<file path="src/rtl/multi_cycle_ctrl.sv">
// Multi-cycle RV32-subset sequencer: FETCH/DECODE/EXEC/MEM/WB with a mem_ready handshake and wait timeout.
// Define ILLEGAL_HALT_EN to park in HALT on an illegal op (default: illegal op is a NOP back to FETCH).
module multi_cycle_ctrl #(
    parameter int MEM_TIMEOUT = 16
) (
    input  logic       clk,
    input  logic       rst,
    input  logic [6:0] opcode,
    input  logic [2:0] func,
    input  logic       alu_zero,
    input  logic       alu_lt,
    input  logic       mem_ready,
    output logic       mem_read,
    output logic       mem_write,
    output logic       iord,
    output logic       ir_write,
    output logic       pc_write,
    output logic [1:0] pc_src,
    output logic       alu_src_a,
    output logic [1:0] alu_src_b,
    output logic [1:0] alu_op,
    output logic [1:0] left_shift,
    output logic       reg_write,
    output logic [1:0] reg_src,
    output logic       illegal,
    output logic       mem_err,
    output logic [2:0] state_o
);
    localparam int CW = (MEM_TIMEOUT > 2) ? $clog2(MEM_TIMEOUT) : 1;

    typedef enum logic [2:0] {
        S_IDLE = 3'd0, S_FETCH = 3'd1, S_DECODE = 3'd2, S_EXEC = 3'd3,
        S_MEM  = 3'd4, S_WB    = 3'd5, S_HALT   = 3'd6
    } state_t;

    typedef enum logic [3:0] {
        C_ILL, C_ALUR, C_ALUI, C_LW, C_SW, C_BR, C_JAL, C_JALR, C_LUI
    } cls_t;

    function automatic cls_t classify(input logic [6:0] op, input logic [2:0] fn);
        cls_t c;
        c = C_ILL;
        case (op)
            7'b0110011: if (fn == 3'b000 || fn == 3'b100 || fn == 3'b110) c = C_ALUR;
            7'b0010011: if (fn == 3'b000 || fn == 3'b100 || fn == 3'b001) c = C_ALUI;
            7'b0000011: if (fn == 3'b010) c = C_LW;
            7'b0100011: if (fn == 3'b010) c = C_SW;
            7'b1100011: if (fn == 3'b000 || fn == 3'b100 || fn == 3'b101) c = C_BR;
            7'b1101111: c = C_JAL;
            7'b1100111: if (fn == 3'b000) c = C_JALR;
            7'b0110111: c = C_LUI;
            default:    c = C_ILL;
        endcase
        return c;
    endfunction

    state_t          state_q, state_d;
    logic [CW-1:0]   wait_q, wait_d;
    logic            err_q, err_d;
    logic [6:0]      op_q, op_d;
    logic [2:0]      fn_q, fn_d;
    cls_t            cls_dec, cls_q;
    logic            mem_phase, timeout;

    assign cls_dec   = classify(opcode, func);
    assign cls_q     = classify(op_q, fn_q);
    assign mem_phase = (state_q == S_FETCH) || (state_q == S_MEM);
    assign timeout   = (wait_q == CW'(MEM_TIMEOUT - 1)) && !mem_ready;

    always_ff @(posedge clk) begin
        if (rst) begin
            state_q <= S_IDLE;
            wait_q  <= '0;
            err_q   <= 1'b0;
            op_q    <= '0;
            fn_q    <= '0;
        end else begin
            state_q <= state_d;
            wait_q  <= wait_d;
            err_q   <= err_d;
            op_q    <= op_d;
            fn_q    <= fn_d;
        end
    end

    always_comb begin
        state_d = state_q;
        case (state_q)
            S_IDLE:   state_d = S_FETCH;
            S_FETCH:  if (mem_ready) state_d = S_DECODE;
            S_DECODE: begin
                if (cls_dec == C_LUI)      state_d = S_WB;
`ifdef ILLEGAL_HALT_EN
                else if (cls_dec == C_ILL) state_d = S_HALT;
`else
                else if (cls_dec == C_ILL) state_d = S_FETCH;
`endif
                else                       state_d = S_EXEC;
            end
            S_EXEC: begin
                case (cls_q)
                    C_LW, C_SW:     state_d = S_MEM;
                    C_ALUR, C_ALUI: state_d = S_WB;
                    default:        state_d = S_FETCH;
                endcase
            end
            S_MEM: begin
                if (mem_ready)    state_d = (cls_q == C_LW) ? S_WB : S_FETCH;
                else if (timeout) state_d = S_FETCH;
            end
            S_WB:     state_d = S_FETCH;
            S_HALT:   state_d = S_HALT;
            default:  state_d = S_IDLE;
        endcase
    end

    // A timeout in FETCH stays in FETCH, so the counter is cleared explicitly rather than by a state change.
    always_comb begin
        wait_d = '0;
        if (mem_phase && !mem_ready && !timeout) wait_d = wait_q + 1'b1;
        err_d = err_q | (mem_phase && timeout);
        op_d  = (state_q == S_DECODE) ? opcode : op_q;
        fn_d  = (state_q == S_DECODE) ? func   : fn_q;
    end

    always_comb begin
        mem_read   = 1'b0;
        mem_write  = 1'b0;
        iord       = 1'b0;
        ir_write   = 1'b0;
        pc_write   = 1'b0;
        pc_src     = 2'b00;
        alu_src_a  = 1'b0;
        alu_src_b  = 2'b00;
        alu_op     = 2'b00;
        left_shift = 2'b00;
        reg_write  = 1'b0;
        reg_src    = 2'b00;
        illegal    = 1'b0;
        case (state_q)
            S_FETCH: begin
                mem_read = 1'b1;
                ir_write = mem_ready;
                pc_write = mem_ready;
            end
            S_DECODE: begin
                alu_src_b = 2'b10;
                illegal   = (cls_dec == C_ILL);
            end
            S_EXEC: begin
                case (cls_q)
                    C_ALUR: begin
                        alu_src_a = 1'b1;
                        alu_op    = (fn_q == 3'b000) ? 2'b10 : 2'b11;
                    end
                    C_ALUI: begin
                        alu_src_a  = 1'b1;
                        alu_src_b  = 2'b10;
                        alu_op     = (fn_q == 3'b100) ? 2'b11 : 2'b10;
                        left_shift = (fn_q == 3'b001) ? 2'b01 : 2'b00;
                    end
                    C_LW, C_SW: begin
                        alu_src_a = 1'b1;
                        alu_src_b = 2'b10;
                    end
                    C_BR: begin
                        alu_src_a = 1'b1;
                        alu_op    = 2'b01;
                        pc_src    = 2'b01;
                        pc_write  = ((fn_q == 3'b000) && alu_zero) ||
                                    ((fn_q == 3'b100) && alu_lt)   ||
                                    ((fn_q == 3'b101) && !alu_lt);
                    end
                    C_JAL, C_JALR: begin
                        pc_write  = 1'b1;
                        pc_src    = (cls_q == C_JAL) ? 2'b10 : 2'b11;
                        reg_write = 1'b1;
                        reg_src   = 2'b10;
                    end
                    default: ;
                endcase
            end
            S_MEM: begin
                iord      = 1'b1;
                mem_read  = (cls_q == C_LW);
                mem_write = (cls_q == C_SW);
            end
            S_WB: begin
                reg_write  = 1'b1;
                reg_src    = (cls_q == C_LW)  ? 2'b01 : 2'b00;
                left_shift = (cls_q == C_LUI) ? 2'b10 : 2'b00;
            end
            default: ;
        endcase
        if (rst) begin
            mem_read  = 1'b0;
            mem_write = 1'b0;
        end
    end

    assign mem_err = err_q;
    assign state_o = state_q;
endmodule

</file>
<file path="config.mk">
export PLATFORM = sky130hd
export DESIGN_NAME = multi_cycle_ctrl
export DESIGN_NICKNAME = d
export VERILOG_FILES = /design/src/rtl/multi_cycle_ctrl.sv
export SDC_FILE = /design/constraint.sdc
export NUM_CORES = 1
export LEC_CHECK = 0
export CAP_MARGIN = 10
export CELL_PAD_IN_SITES_DETAIL_PLACEMENT = 2
export CELL_PAD_IN_SITES_GLOBAL_PLACEMENT = 2
export CORE_MARGIN = 5
export CORE_UTILIZATION = 29
export CTS_BUF_LIST = sky130_fd_sc_hd__clkbuf_16
export DETAILED_ROUTE_END_ITERATION = 7
export GPL_ROUTABILITY_DRIVEN = 0
export PLACE_DENSITY = 0.94
export SYNTH_ARGS = -nofsm -noshare
export SYNTH_HDL_FRONTEND = slang
export SYNTH_SLANG_ARGS = --single-unit
</file>
<file path="constraint.sdc">
create_clock -name clk -period 2.7 [get_ports clk]
set_input_delay 0.27 -clock clk [delete_from_list [all_inputs] [get_ports clk]]
set_output_delay 0.27 -clock clk [all_outputs]
set_load 0.05 [all_outputs]
</file>
**After elaboration in Yosys (flattened, before gate mapping)**

Index checks and enable logic that the tools add are counted.

- Input bits: 15
- Register bits after elaboration: 18
- Word-level logic and storage cells: 136
- Memory bits (read-only): 0
- Output and inout bits: 22
- Latch bits: 0
- Memory bits (writable): 0
- Memories: 0

- Reduce and logical (&&, ||, !) cells: 33
- Bitwise logic cells: 2
- Multiplexer cells: 51
- Order comparisons: 0
- Div/mod/pow operators: 0
- Shift operators: 0
- Equality and inequality tests: 44
- $mul: 0
- $add $sub $neg: 1

Operators with widths:

| operator | number |
|---|---|
| $pmux W4 S8 | 2 |
| $eq A7 B6 Y1 const B | 6 |
| $eq A7 B7 Y1 const B | 6 |
| $mux W3 | 11 |
| $eq A3 B3 Y1 const B | 9 |
| $mux W2 | 10 |
| $pmux W3 S6 | 1 |
| $mux W1 | 17 |
| $eq A4 B3 Y1 const B | 4 |
| $pmux W2 S2 | 4 |
| $eq A7 B2 Y1 const B | 2 |
| $eq A7 B5 Y1 const B | 2 |
| $eq A3 B2 Y1 const B | 4 |
| $eq A4 B4 Y1 const B | 3 |
| $logic_or A1 B1 Y1 | 11 |
| $reduce_or A2 Y1 | 5 |
| $eq A3 B1 Y1 const B | 3 |
| $logic_not A3 Y1 | 3 |
| $eq A4 B2 Y1 const B | 2 |
| $pmux W1 S2 | 4 |
| $logic_and A1 B1 Y1 | 7 |
| $pmux W2 S3 | 1 |
| $pmux W3 S2 | 1 |
| $reduce_or A5 Y1 | 1 |
| 10 further kinds | 12 |

**Depth between registers and ports, before layout**

- Word-level depth: 9
- Gate-level depth with buffers: 6
- Mapped depth without buffers: 6

**Worst setup path after synthesis**

OpenSTA, ideal clock, no wires.

- Path type: flip-flop to output port
- From: reg state_q[2] (netlist: state_o[2])
- To: out mem_write
- Path slack: -1.127 ns
- Cell stages (with the launch flop): 6
- Data arrival time: 3.557 ns
- Data required time: 2.430 ns
- Path buffers: 1
- Cells stage by stage: dfxtp_1 > buf_4 > nor2b_1 > nor2b_1 > inv_1 > nor4_1

- Cells in the longest elaborated chain, start to end: 3

Ends and longest elaborated chain:

| item | RTL line | source |
|---|---|---|
| start: declaration | 57 | `state_t state_q, state_d;` |
| start signal: assignment | 78 | `state_q <= state_d;` |
| $eq A3 B3 Y1 | 140 | `case (state_q)` |
| $mux W1 | 140 |  |
| $mux W1 | 195 | `if (rst) begin` |
| end: declaration | 14 | `output logic mem_write,` |

Every way passes these cells.

**Worst setup path in the final report**

- From: reg op_q[6]
- To: out pc_write

- Cells in the longest elaborated chain, start to end: 6
- Elaborated cells on any way between the ends: 15
- Those cells by class: eq/ne: 11; mux: 3; reduce/logical: 1

Ends and longest elaborated chain:

| item | RTL line | source |
|---|---|---|
| start: declaration | 60 | `logic [6:0] op_q, op_d;` |
| start signal: assignment | 81 | `op_q <= op_d;` |
| $eq A7 B6 Y1 (tied with other cells) | 43 | `case (op)` |
| $pmux W4 S8 * | 43 |  |
| $eq A4 B3 Y1 | 151 | `case (cls_q)` |
| $reduce_or A2 Y1 | 151 |  |
| $pmux W1 S2 * | 151 |  |
| $pmux W1 S2 * | 140 |  |
| end: declaration | 17 | `output logic pc_write,` |

Mark *: on every way between the ends. The rest lies on a longest branch, timed or not.

==> key figures <==
Drt
  • Drt total wl: about 5000 um
  • Routed Antenna Nets: 0
  • Via/cell ratio: 5.65
  • DRT iter0 DRCs: 42
  • TritonRoute pass-1 iters: 4
  • Vias: around 1.5k
  • Drt drc: 0
  • Routed length per placed instance: 19.4 um

Yosys
  • EDFF count, synth: 0
  • Synth warn: 0
  • Syn nets: approximately 190
  • Syn Area/Cell: roughly 7.9 um2
  • Cell taking the most area after synthesis: dfxtp_1
  • Post-Synth Adder-Cell Area: 0.895%
  • Post-Syn Instances: 178
  • Top cells by area, synth: dfxtp_1, mux2i_1, nor2_1, a21oi_1, a211oi_1
  • Top FF cell, synth: dfxtp_1
  • Most frequent cells after synthesis: nor2_1, dfxtp_1, mux2i_1
  • Unique cell type count in the Yosys netlist: 54
  • Post-Synthesis Cell Area: 1400 um2
  • Asr flop ratio synth: 0%
  • Seq/Total Area, Yosys: 25.8%
  • #FFs+latches synth: 18
  • XOR/XNOR share of the synthesized area: under 10%
  • Share of Yosys cell area claimed by the top area cell type: about a quarter
  • Top-count cell post-synth: nor2_1
  • Mux cell area share after synthesis: approximately a tenth
  • Largest family of logic cells by synthesized area: simple AND/OR/NAND/NOR gates
  • Area share of and/or/nand/nor cells after synthesis: 36.0%
  • Post-synthesis compound-gate area fraction: between 10% and 20%

Layout
  • Fin nets: 226
  • Final instance area: 1940 um2
  • Layout Utilization: 41.3%
  • FF+latch area: approximately 360 um2
  • Layout cells sized above 1: 17.3%
  • Antenna Cells: 0
  • FILL cells: 535
  • Multi-input gate area: 967 um2
  • Synth-to-layout area growth: 38.8%

STA
  • Final Skew: 0.00323 ns
  • Fin crit share: roughly 95%
  • Fin crit period: 2.57 ns
  • Relative slew margins: 60.9%
  • Final setup fails: 0
  • Fin. max-slew vios: 0
  • Post-layout worst setup margin: ~0.13 ns
  • Fmax: 0.389 GHz
  • Endpoints failing hold: 0
  • RSZ-0062 raised after global routing: false
  • Pin slew with the least headroom to its limit: 0.585 ns

Critical path
  • Max FO, Critical Path: 13
  • Worst R2R End: state_o[2]
  • Worst EP arrival: 2.30 ns
  • Top delay family on crit path: simple AND/OR/NAND/NOR gates
  • R2r setup slk: 0.87 ns
  • FF-to-FF path depth: 5
  • CP Cell Sequence: nand3_1, or2_2, a311o_4, a31oi_4, or3_1, buf_12
  • Worst EP required: 2.43 ns
  • Bufs and invs on worst path: 1
  • Max stage delay on crit path: around 0.63 ns
  • Crit end category: primary output
  • WS Path Type: reg -> out
  • Worst reg2reg startpoint: state_o[2]
  • Startpoint Class: flip-flop
  • Critical-path top delay cell: dfxtp_1

CTS
  • Longest Clk Path Bufs: 2
  • CTS resizes: 0
  • Num CTS Buffers: 3
  • Clock Latency Late Sink: 0.25 ns
  • H-tree levels: 1
  • CTS sink count: 18
  • Clock transition at the registers of the reported paths: 0.05 ns
  • Post-CTS setup buffer count: 0
  • Hold_buf cts: 0
  • CTS tree: built
  • Root Buffer: clkbuf_16

Worst hold path
  • Worst Hold Path Cells: 1
  • Worst hold path type: reg -> reg
  • Worst hold endpoint: wait_q[0]
  • Worst hold start: wait_q[0]

Die
  • Initial core utilization: 29.8%
  • Die X: 79.4 um
  • Chip height: 79.4 um
  • Row Count: 25
  • Core area: 4690 um2
  • DIE AREA: 6310 um2
  • Top-level I/O count: 37

Power and ir drop
  • LEAKAGE: between 0.6 and 0.7 nW
  • Power per cell area: 348 nW/um2
  • VDD IR-drop max: around 260 uV

Placement
  • Port bufs: 35
  • Post-Place Cell Area: roughly 1900 um2
  • Pre-CTS setup slack: around 0.29 ns
  • Hpwl dp: 3900 um

Job
  • MaxCap Viol Count: 0

Global route
  • Overflow after GRT: 0
  • First-pass GRT wire length: roughly 8600 um
  • Initial antenna violation count: 0
  • Total track usage: between 15 and 20%
  • Vias in the first global route: 1,686
  • Pin count of the biggest net entering global routing: 15

Outcome
  • Status: completed
flip-flops by register name, summed over array words and instances (netlist names):
register  count
op_q          7
wait_q        4
fn_q          3
state_o       3
mem_err       1
worst register-to-register path: stages, from the launching register on:
cell,delay [ns]
dfxtp_1,0.60
nor2b_1,0.33
nor2b_2,0.25
nand3b_1,0.10
a211oi_1,0.31
o31a_1,0.17
layout make-up:
cell class / instances / area share (%)
sequential: 18 / 18.6
timing repair buffer: 40 / 23.0
tap: 54 / 3.48
inverter: 6 / 1.16
clock buffer: 3 / 3.87
multi-input combinational: 141 / 49.9
cells by family (layout without fill, tap and decap cells):
family                     after synthesis  after routing
AOI/OAI and AO/OA                       35             35
xor gates and xnor gates                 3              3
adders and majority gates                1              1
buffers and inverters                   19             49
DFF                                     18             18
muxes                                   13             13
other                                    1              1
and+or+nand+nor                         88             88
power by group:
group	internal, mW	switching (mW)	total, mW	leakage [nW]
Sequential	0.270	0.00762	0.277	0.146
Clock	0.195	0.0992	0.294	0.0370
Combinational	0.0447	0.0594	0.104	0.495
worst max-delay path by stage:
stage	cells past startpoint	from	end
4_1_cts	6	fn_q[1]	reg_write
3_3_place_gp	5	mem_ready	ir_write
5_1_grt	6	op_q[6]	pc_write
6_report	6	op_q[6]	pc_write
2_1_floorplan	5	state_o[2]	mem_write
3_5_place_dp	6	fn_q[1]	reg_write
placed cells by master, fill, tap and decap left out, drive strengths merged, types with 5 or more instances in the layout:
master,n
dfxtp,18
nor2b,6
nand2,10
buf,18
a21oi,9
nor3,7
nand3,7
inv,6
clkdlybuf4s50,21
a211oi,5
nor4,5
mux2i,12
nor2,28
routing by layer:
| metal | track usage [%] | part of all wire [%] | vias to the layer above | wire, um |
|---|---|---|---|---|
| met5 | 0 | 0 | - | 0 |
| met4 | 8.59 | 1.6 | 0 | 80 |
| met1 | 20.7 | 45 | 737 | 2290 |
| li1 | - | - | 708 | - |
| met3 | 1.47 | 2.7 | 4 | 135 |
| met2 | 30.7 | 51 | 32 | 2590 |
stage by stage:
stage	total power, mW	TNS, ns	hold slack [ns]	std cells
after floorplan	0.334	-0.0439	0.417	178
after global placement	0.382	0	0.431	259
after detailed placement	0.386	0	0.455	259
after CTS	0.686	0	0.468	262
after global routing	0.701	0	0.499	262
final	0.675	0	0.469	262
Note: power is estimated with default switching activity, not from simulation.
